==> config.mk <==
export PLATFORM = sky130hd
export DESIGN_NAME = mem_access_unit_flat
export DESIGN_NICKNAME = d
export VERILOG_FILES = /design/src/rtl/mem_access_unit_pkg.sv /design/src/rtl/mem_access_unit_if.sv /design/src/rtl/mem_lane_format.sv /design/src/rtl/mem_access_unit.sv /design/src/flat_wrapper.sv
export SDC_FILE = /design/constraint.sdc
export NUM_CORES = 1
export LEC_CHECK = 0
export CAP_MARGIN = 20
export CORE_UTILIZATION = 46
export CTS_CLUSTER_SIZE = 30
export DETAILED_ROUTE_END_ITERATION = 10
export PLACE_DENSITY = 0.93
export SETUP_SLACK_MARGIN = 0.02
export SYNTH_ARGS = -nofsm -noshare
export SYNTH_HDL_FRONTEND = slang
export SYNTH_SLANG_ARGS = --single-unit
==> constraint.sdc <==
create_clock -name clk -period 2.6 [get_ports clk]
set_clock_uncertainty 0.2 [all_clocks]
set_input_delay 0.52 -clock clk [delete_from_list [all_inputs] [get_ports clk]]
set_output_delay 0.52 -clock clk [all_outputs]
set_load 0.03 [all_outputs]
==> src/rtl/mem_access_unit_pkg.sv <==
// Shared types for the load/store front end.
// FSM state encoding and RISC-V load/store funct3 codes.
package mem_access_unit_pkg;

   typedef enum logic [2:0] {
      IDLE,
      ACCESS,
      LOAD_WAIT,
      RMW_WAIT,
      RESP,
      ERR_RESP
   } state_t;

   localparam logic [2:0] F3_B  = 3'b000;
   localparam logic [2:0] F3_H  = 3'b001;
   localparam logic [2:0] F3_W  = 3'b010;
   localparam logic [2:0] F3_BU = 3'b100;
   localparam logic [2:0] F3_HU = 3'b101;

endpackage

==> src/rtl/mem_access_unit_if.sv <==
// Core-side request/response bundle of the load/store front end.
// The core is the master; mem_access_unit is the slave.
interface mem_access_unit_if;

   logic        req_valid;
   logic        req_ready;
   logic        req_write;
   logic [2:0]  req_funct3;
   logic [31:0] req_addr;
   logic [31:0] req_wdata;
   logic        resp_valid;
   logic [31:0] resp_rdata;
   logic        resp_error;

   modport master (
      output req_valid, req_write, req_funct3,
      output req_addr, req_wdata,
      input  req_ready, resp_valid, resp_rdata, resp_error
   );

   modport slave (
      input  req_valid, req_write, req_funct3,
      input  req_addr, req_wdata,
      output req_ready, resp_valid, resp_rdata, resp_error
   );

endinterface

==> src/rtl/mem_lane_format.sv <==
// Byte-lane handling: load extraction/extension and SB/SH merge.
// Assumes the request already passed the alignment check.
module mem_lane_format
   import mem_access_unit_pkg::*;
(
   input  logic [2:0]  funct3,
   input  logic [1:0]  offset,
   input  logic [31:0] old_word,
   input  logic [31:0] store_data,
   output logic [31:0] load_data,
   output logic [31:0] merged_word
);

   logic [4:0]  shift;
   logic [31:0] lane;
   logic [31:0] mask;

   assign shift = {offset, 3'b000};
   assign lane  = old_word >> shift;

   always_comb begin
      unique case (1'b1)
         (funct3[1:0] == 2'b00): mask = 32'h0000_00ff;
         (funct3[1:0] == 2'b01): mask = 32'h0000_ffff;
         default:                mask = 32'hffff_ffff;
      endcase
   end

   always_comb begin
      load_data = lane;
      case (funct3)
         F3_B:  load_data = {{24{lane[7]}}, lane[7:0]};
         F3_BU: load_data = {24'h0, lane[7:0]};
         F3_H:  load_data = {{16{lane[15]}}, lane[15:0]};
         F3_HU: load_data = {16'h0, lane[15:0]};
         default: load_data = lane;
      endcase
   end

   assign merged_word = (old_word & ~(mask << shift))
                      | ((store_data & mask) << shift);

endmodule

==> src/rtl/mem_access_unit.sv <==
// Load/store front end for a word-only block_memory.
// Checks requests, does RMW for SB/SH, extends load data.
module mem_access_unit
   import mem_access_unit_pkg::*;
#(
   parameter int ADDR_WIDTH = 10
) (
   input  logic                  clk,
   input  logic                  rst,
   mem_access_unit_if.slave      bus,
   output logic                  mem_enabled,
   output logic [ADDR_WIDTH-1:0] address,
   output logic                  write_enable,
   output logic [31:0]           write_data,
   input  logic [31:0]           read_data
);

   state_t               state;
   logic                 write_q;
   logic [2:0]           funct3_q;
   logic [ADDR_WIDTH+1:0] addr_q;
   logic [31:0]          wdata_q;

   logic                 misaligned;
   logic                 out_of_range;
   logic                 illegal;
   logic                 req_err;
   logic                 is_sw;
   logic [31:0]          load_data;
   logic [31:0]          merged_word;

   always_comb begin
      misaligned = 1'b0;
      if ((bus.req_funct3 == F3_H || bus.req_funct3 == F3_HU)
          && bus.req_addr[0])
         misaligned = 1'b1;
      if (bus.req_funct3 == F3_W && bus.req_addr[1:0] != 2'b00)
         misaligned = 1'b1;
   end

   assign out_of_range = |bus.req_addr[31:ADDR_WIDTH+2];

   always_comb begin
      if (bus.req_write)
         illegal = !(bus.req_funct3 inside {F3_B, F3_H, F3_W});
      else
         illegal = !(bus.req_funct3 inside
                     {F3_B, F3_H, F3_W, F3_BU, F3_HU});
   end

   assign req_err = misaligned || out_of_range || illegal;
   assign is_sw   = write_q && (funct3_q == F3_W);

   mem_lane_format lane_fmt (
      .funct3      (funct3_q),
      .offset      (addr_q[1:0]),
      .old_word    (read_data),
      .store_data  (wdata_q),
      .load_data   (load_data),
      .merged_word (merged_word)
   );

   // Gated by rst so a reset cycle never touches memory.
   assign mem_enabled  = !rst
                       && (state == ACCESS || state == RMW_WAIT);
   assign write_enable = !rst
                       && ((state == ACCESS && is_sw)
                           || state == RMW_WAIT);
   assign write_data   = (state == RMW_WAIT) ? merged_word : wdata_q;
   assign address      = addr_q[ADDR_WIDTH+1:2];
   assign bus.req_ready = (state == IDLE);

   always_ff @(posedge clk) begin
      if (rst) begin
         state          <= IDLE;
         write_q        <= 1'b0;
         funct3_q       <= 3'b000;
         addr_q         <= '0;
         wdata_q        <= 32'h0;
         bus.resp_valid <= 1'b0;
         bus.resp_rdata <= 32'h0;
         bus.resp_error <= 1'b0;
      end else begin
         bus.resp_valid <= 1'b0;
         unique case (state)
            IDLE: begin
               if (bus.req_valid) begin
                  write_q  <= bus.req_write;
                  funct3_q <= bus.req_funct3;
                  addr_q   <= bus.req_addr[ADDR_WIDTH+1:0];
                  wdata_q  <= bus.req_wdata;
                  if (req_err) begin
                     state          <= ERR_RESP;
                     bus.resp_valid <= 1'b1;
                     bus.resp_error <= 1'b1;
                     bus.resp_rdata <= 32'h0;
                  end else begin
                     state <= ACCESS;
                  end
               end
            end
            ACCESS: begin
               if (!write_q) begin
                  state <= LOAD_WAIT;
               end else if (is_sw) begin
                  state          <= RESP;
                  bus.resp_valid <= 1'b1;
                  bus.resp_error <= 1'b0;
                  bus.resp_rdata <= 32'h0;
               end else begin
                  state <= RMW_WAIT;
               end
            end
            LOAD_WAIT: begin
               state          <= RESP;
               bus.resp_valid <= 1'b1;
               bus.resp_error <= 1'b0;
               bus.resp_rdata <= load_data;
            end
            RMW_WAIT: begin
               state          <= RESP;
               bus.resp_valid <= 1'b1;
               bus.resp_error <= 1'b0;
               bus.resp_rdata <= 32'h0;
            end
            RESP, ERR_RESP: state <= IDLE;
            default:        state <= IDLE;
         endcase
      end
   end

endmodule

==> src/flat_wrapper.sv <==
// flat-port wrapper written by rule: the top's interface ports become plain ports
module mem_access_unit_flat import mem_access_unit_pkg::*;
#(
   parameter int ADDR_WIDTH = 10
)
  (clk, rst, mem_enabled, address, write_enable, write_data, read_data, bus_req_valid, bus_req_write, bus_req_funct3, bus_req_addr, bus_req_wdata, bus_req_ready, bus_resp_valid, bus_resp_rdata, bus_resp_error);
  mem_access_unit_if bus_i ();
  input  logic clk;
  input  logic rst;
  output logic mem_enabled;
  output logic [ADDR_WIDTH-1:0] address;
  output logic write_enable;
  output logic [31:0] write_data;
  input  logic [31:0] read_data;
  input wire logic [$bits(bus_i.req_valid)-1:0] bus_req_valid;
  input wire logic [$bits(bus_i.req_write)-1:0] bus_req_write;
  input wire logic [$bits(bus_i.req_funct3)-1:0] bus_req_funct3;
  input wire logic [$bits(bus_i.req_addr)-1:0] bus_req_addr;
  input wire logic [$bits(bus_i.req_wdata)-1:0] bus_req_wdata;
  output wire logic [$bits(bus_i.req_ready)-1:0] bus_req_ready;
  output wire logic [$bits(bus_i.resp_valid)-1:0] bus_resp_valid;
  output wire logic [$bits(bus_i.resp_rdata)-1:0] bus_resp_rdata;
  output wire logic [$bits(bus_i.resp_error)-1:0] bus_resp_error;
  assign bus_i.req_valid = bus_req_valid;
  assign bus_i.req_write = bus_req_write;
  assign bus_i.req_funct3 = bus_req_funct3;
  assign bus_i.req_addr = bus_req_addr;
  assign bus_i.req_wdata = bus_req_wdata;
  assign bus_req_ready = bus_i.req_ready;
  assign bus_resp_valid = bus_i.resp_valid;
  assign bus_resp_rdata = bus_i.resp_rdata;
  assign bus_resp_error = bus_i.resp_error;
  mem_access_unit #(.ADDR_WIDTH(ADDR_WIDTH)) u_core (.clk(clk), .rst(rst), .bus(bus_i), .mem_enabled(mem_enabled), .address(address), .write_enable(write_enable), .write_data(write_data), .read_data(read_data));
endmodule
==> impl_metrics.yaml <==
outcome:
  outcome: "finished with violations"
  failed_checks: "setup timing"
synth:
  synth_enable_flop_cells: 0
  synth-compound-area-share: 0.289
  synthesis.yosys.warnings: 0
  predominant_post_synthesis_flop_cell: "dfxtp_1"
  yosys.cell_types.count: 52
  flip_flop_and_latch_count_after_synthesis: 85
  yosys.area_share.xor_xnor: 0
  synth_sequential_area_ratio: 0.328
  muxShareOfSynthArea: 0.0834
  synth_top_family_by_area: "compound AO/OA/AOI/OAI gates"
  cell_area_after_synthesis_mm2: 0.00519
  synth_fp_nets: 775
  per_instance_average_area_after_synthesis_um2: 7.73
  synth-adder-area-share: 0
  async_flop_share: 0
  gate_count_after_technology_mapping: 672
  synthSimpleGateAreaFrac: 0.209
cts:
  clk_latency_ps: 350
  clock_tree.buffer_depth: 2
  htree_num_levels: 3
  hold_fix_buffers_at_cts: 0
  cts_buffers: 9
  clock_tree_from_tritoncts: "done"
  clkSlewWorstSetupHoldPaths_ps: 60
  cts.sink_count: 85
  cts.root.buffer_cell: "clkbuf_16"
worst_setup_path:
  worstReg2RegStart: "u_core.addr_q[1]$_SDFFE_PP0P_"
  timing.critical_path.arrival_ps: 1950
  regToRegSetupSlack_ps: 310
  timing.critical_path.to_type: "primary output"
  timing_worst_setup_path_type: "flop to primary output"
  timing.critical_path.required_ps: 1880
  rr_endpoint: "u_core.bus.resp_rdata[8]$_SDFFE_PP0P_"
  reg2regPathDepth: 5
  worst-path-max-fanout: 7
  start_kind: "flop"
pwr:
  share_of_total_power_in_combinational_logic: 0.282
  p_sw_w: 0.00122
  seq_power_share: 0.369
  power.internal_w: 0.00269
  clkPwrFrac: 0.349
  swShare: 0.311
  static-leakage-power_nw: 2.85
  power-per-cell-area_mw_per_mm2: 496
  maximum_resistive_drop_on_vdd_mv: 0.343
sta:
  holdWs_ps: 255
  min_period_over_period: 1.03
  final_period_minus_worst_setup_slack_ps: 2670
  max-slew-margin-rel: 0.584
  maxClockFrequency_mhz: 375
  final_hold_viol_count: 0
  setup_slack_ps: -65.3
  endpoints_failing_setup: 8
  timing_max_transition_violations_final: 0
  rsz0062_at_grt: "yes"
  tightest_slew_ps: 624
cells_and_area:
  final_net_count: 959
  final_cell_area_mm2: 0.00789
  synth_to_final_area_change_pct: 51.9
  layout-drive-gt1-share: 0.197
  postLayoutCoreUtil: 0.721
  antenna_cells: 0
  num-fill-cells: 754
drt:
  post_drt_via_cell_ratio: 6.33
  postRouteAntennaNets: 0
  via_count: 6325
  number_of_remaining_drc_errors: 0
  detail_route.wl_per_cell_um: 20.7
  wirelength_um: 20700
  drt_iter0_drc: 736
  drtPass1Iterations: 6
global_route:
  grt_start_max_net_pins: 59
  grt_antenna_before_repair: 0
  grt_first_pass_wirelength_um: 28300
  overall_global_routing_usage: 0.314
  grt-ovfl-total: 0
  grt_pass1_vias: 5384
place:
  place.gp.congestion: 0.953
  place_area_mm2: 0.00719
  port-buffer-count: 181
  dp.final_hpwl_um: 13300
floorplan:
  rows: 38
  initial_core_util: 0.475
  fp.dieArea_mm2: 0.0117
  core-area_mm2: 0.0109
  die-width_um: 108
  die_height_um: 108
  num_io_pins: 182
min_path:
  worst_hold_path.num_cells: 2
  hold_class: "flop to flop"
  hold_path.startpoint: "u_core.addr_q[7]$_SDFFE_PP0P_"
  worstHoldEndpoint: "u_core.addr_q[7]$_SDFFE_PP0P_"
run:
  max_cap_viol_count: 0
[sequential cells by signal (all words and copies together) (netlist names)]
name,flops
u_core.bus.resp_error,1
u_core.write_q,1
u_core.funct3_q,3
u_core.bus.resp_valid,1
u_core.bus.resp_rdata,32
u_core.wdata_q,32
u_core.state,3
u_core.addr_q,12
[worst max path at each step]
stage,from,end,slack (ps),cells after the start
2_1_floorplan,u_core.funct3_q[1]$_SDFFE_PP0P_,write_data[15],30,6
3_3_place_gp,read_data[25],write_data[25],-50,5
3_5_place_dp,read_data[25],write_data[25],-20,5
4_1_cts,u_core.addr_q[0]$_SDFFE_PP0P_,write_data[28],-20,7
5_1_grt,u_core.funct3_q[0]$_SDFFE_PP0P_,write_data[23],-110,7
6_report,u_core.funct3_q[0]$_SDFFE_PP0P_,write_data[23],-70,7
[worst max-delay path: stages (launching register included)]
cell and delay (ps):
dfxtp_4 390, buf_12 140, a21o_1 180, a21oi_2 190, buf_6 160, a21oi_1 90
a22oi_2 270, buf_12 160
[layout by cell type, fill, tap and decap left out, drive strengths merged, types with 3 or more instances in the layout]
cell             n
clkdlybuf4s50  145
o211ai          48
o2111ai         16
nand3b           9
buf             95
a311oi           9
a21oi           69
o21ai           41
a22oi            3
nand3           33
o22ai            3
nor3b            9
a222oi           7
mux2i           23
nor4             6
clkbuf          13
and2             3
nor2b            4
dfxtp           85
a221oi          14
nor2             5
nor3             3
inv             23
mux2            16
nand2          148
[logic make-up (layout without fill, tap and decap cells)]
group / count (synthesis) / in the layout
flops: 85 / 85
simple gates: 230 / 230
compound gates: 221 / 221
mux: 40 / 40
buf+inv: 96 / 283
[area by class of cell]
class                           instances  area (um2)  area share
Multi-Input combinational cell        491        3170       0.402
Timing Repair Buffer                  246        2440       0.309
Sequential cell                        85        1710       0.217
Clock buffer                            9         225      0.0286
Tap cell                              140         175      0.0222
Inverter                               23        86.3      0.0109
Clock inverter                          5        77.6     0.00984
[per-stage QoR]
step	total power (W)	cells	TNS [ps]	setup WS [ps]
6_report	0.00391	999	-227	-65.3
5_1_grt	0.00403	999	-857	-113
4_1_cts	0.00380	981	-33.8	-24.8
3_5_place_dp	0.00245	967	-17.8	-17.8
3_3_place_gp	0.00243	967	-87.1	-49.9
2_1_floorplan	0.00199	672	0	32.8
[routing by layer]
metal / track usage / share of wire / up-vias
li1: - / - / 2817
met4: 0.167 / 0.055 / 0
met2: 0.512 / 0.47 / 492
met1: 0.392 / 0.37 / 2896
met5: 0 / 0 / -
met3: 0.0542 / 0.11 / 120
[power by group through the flow]
stage	Sequential (W)	Clock [W]	Combinational [W]
after floorplan	0.00146	0	0.000531
after global placement	0.00146	0	0.000973
after detailed placement	0.00146	0	0.000989
after CTS	0.00143	0.00136	0.00101
after global routing	0.00145	0.00143	0.00116
final	0.00144	0.00137	0.00110
[cells in the mapped netlist, types with 2 or more instances]
cell type | count | area share
and2_1 | 3 | 0.0036
buf_6 | 4 | 0.0087
or2_2 | 2 | 0.0024
nand3_1 | 32 | 0.031
a221oi_1 | 14 | 0.024
buf_1 | 3 | 0.0022
a222oi_1 | 7 | 0.013
a31oi_1 | 2 | 0.0024
a21oi_2 | 2 | 0.0034
nand3b_1 | 9 | 0.013
buf_2 | 20 | 0.019
nor2b_1 | 4 | 0.0048
nor3b_1 | 7 | 0.010
a22oi_1 | 3 | 0.0043
and3b_1 | 2 | 0.0034
o21ai_0 | 40 | 0.039
nor4_1 | 6 | 0.0072
nand2_1 | 148 | 0.11
o211ai_1 | 48 | 0.069
o22ai_1 | 3 | 0.0036
inv_1 | 22 | 0.016
mux2_2 | 15 | 0.033
a21oi_1 | 67 | 0.065
nor2_1 | 5 | 0.0036
a311oi_1 | 8 | 0.013
clkbuf_1 | 32 | 0.023
o21bai_1 | 2 | 0.0029
a21o_1 | 2 | 0.0029
mux2i_1 | 23 | 0.044
nor3_1 | 2 | 0.0019
nand2b_1 | 2 | 0.0024
o2111ai_1 | 16 | 0.027
buf_4 | 14 | 0.020
dfxtp_1 | 85 | 0.33
[repair_timing]
action                                  4_1_cts  5_1_grt
endpoints found under the setup margin       32       29
gates cloned                                  0        4
resized for setup                            45       48
setup buffers                                 0       14
pin swaps                                     1       10
Note: power is estimated with default switching activity, not from simulation.
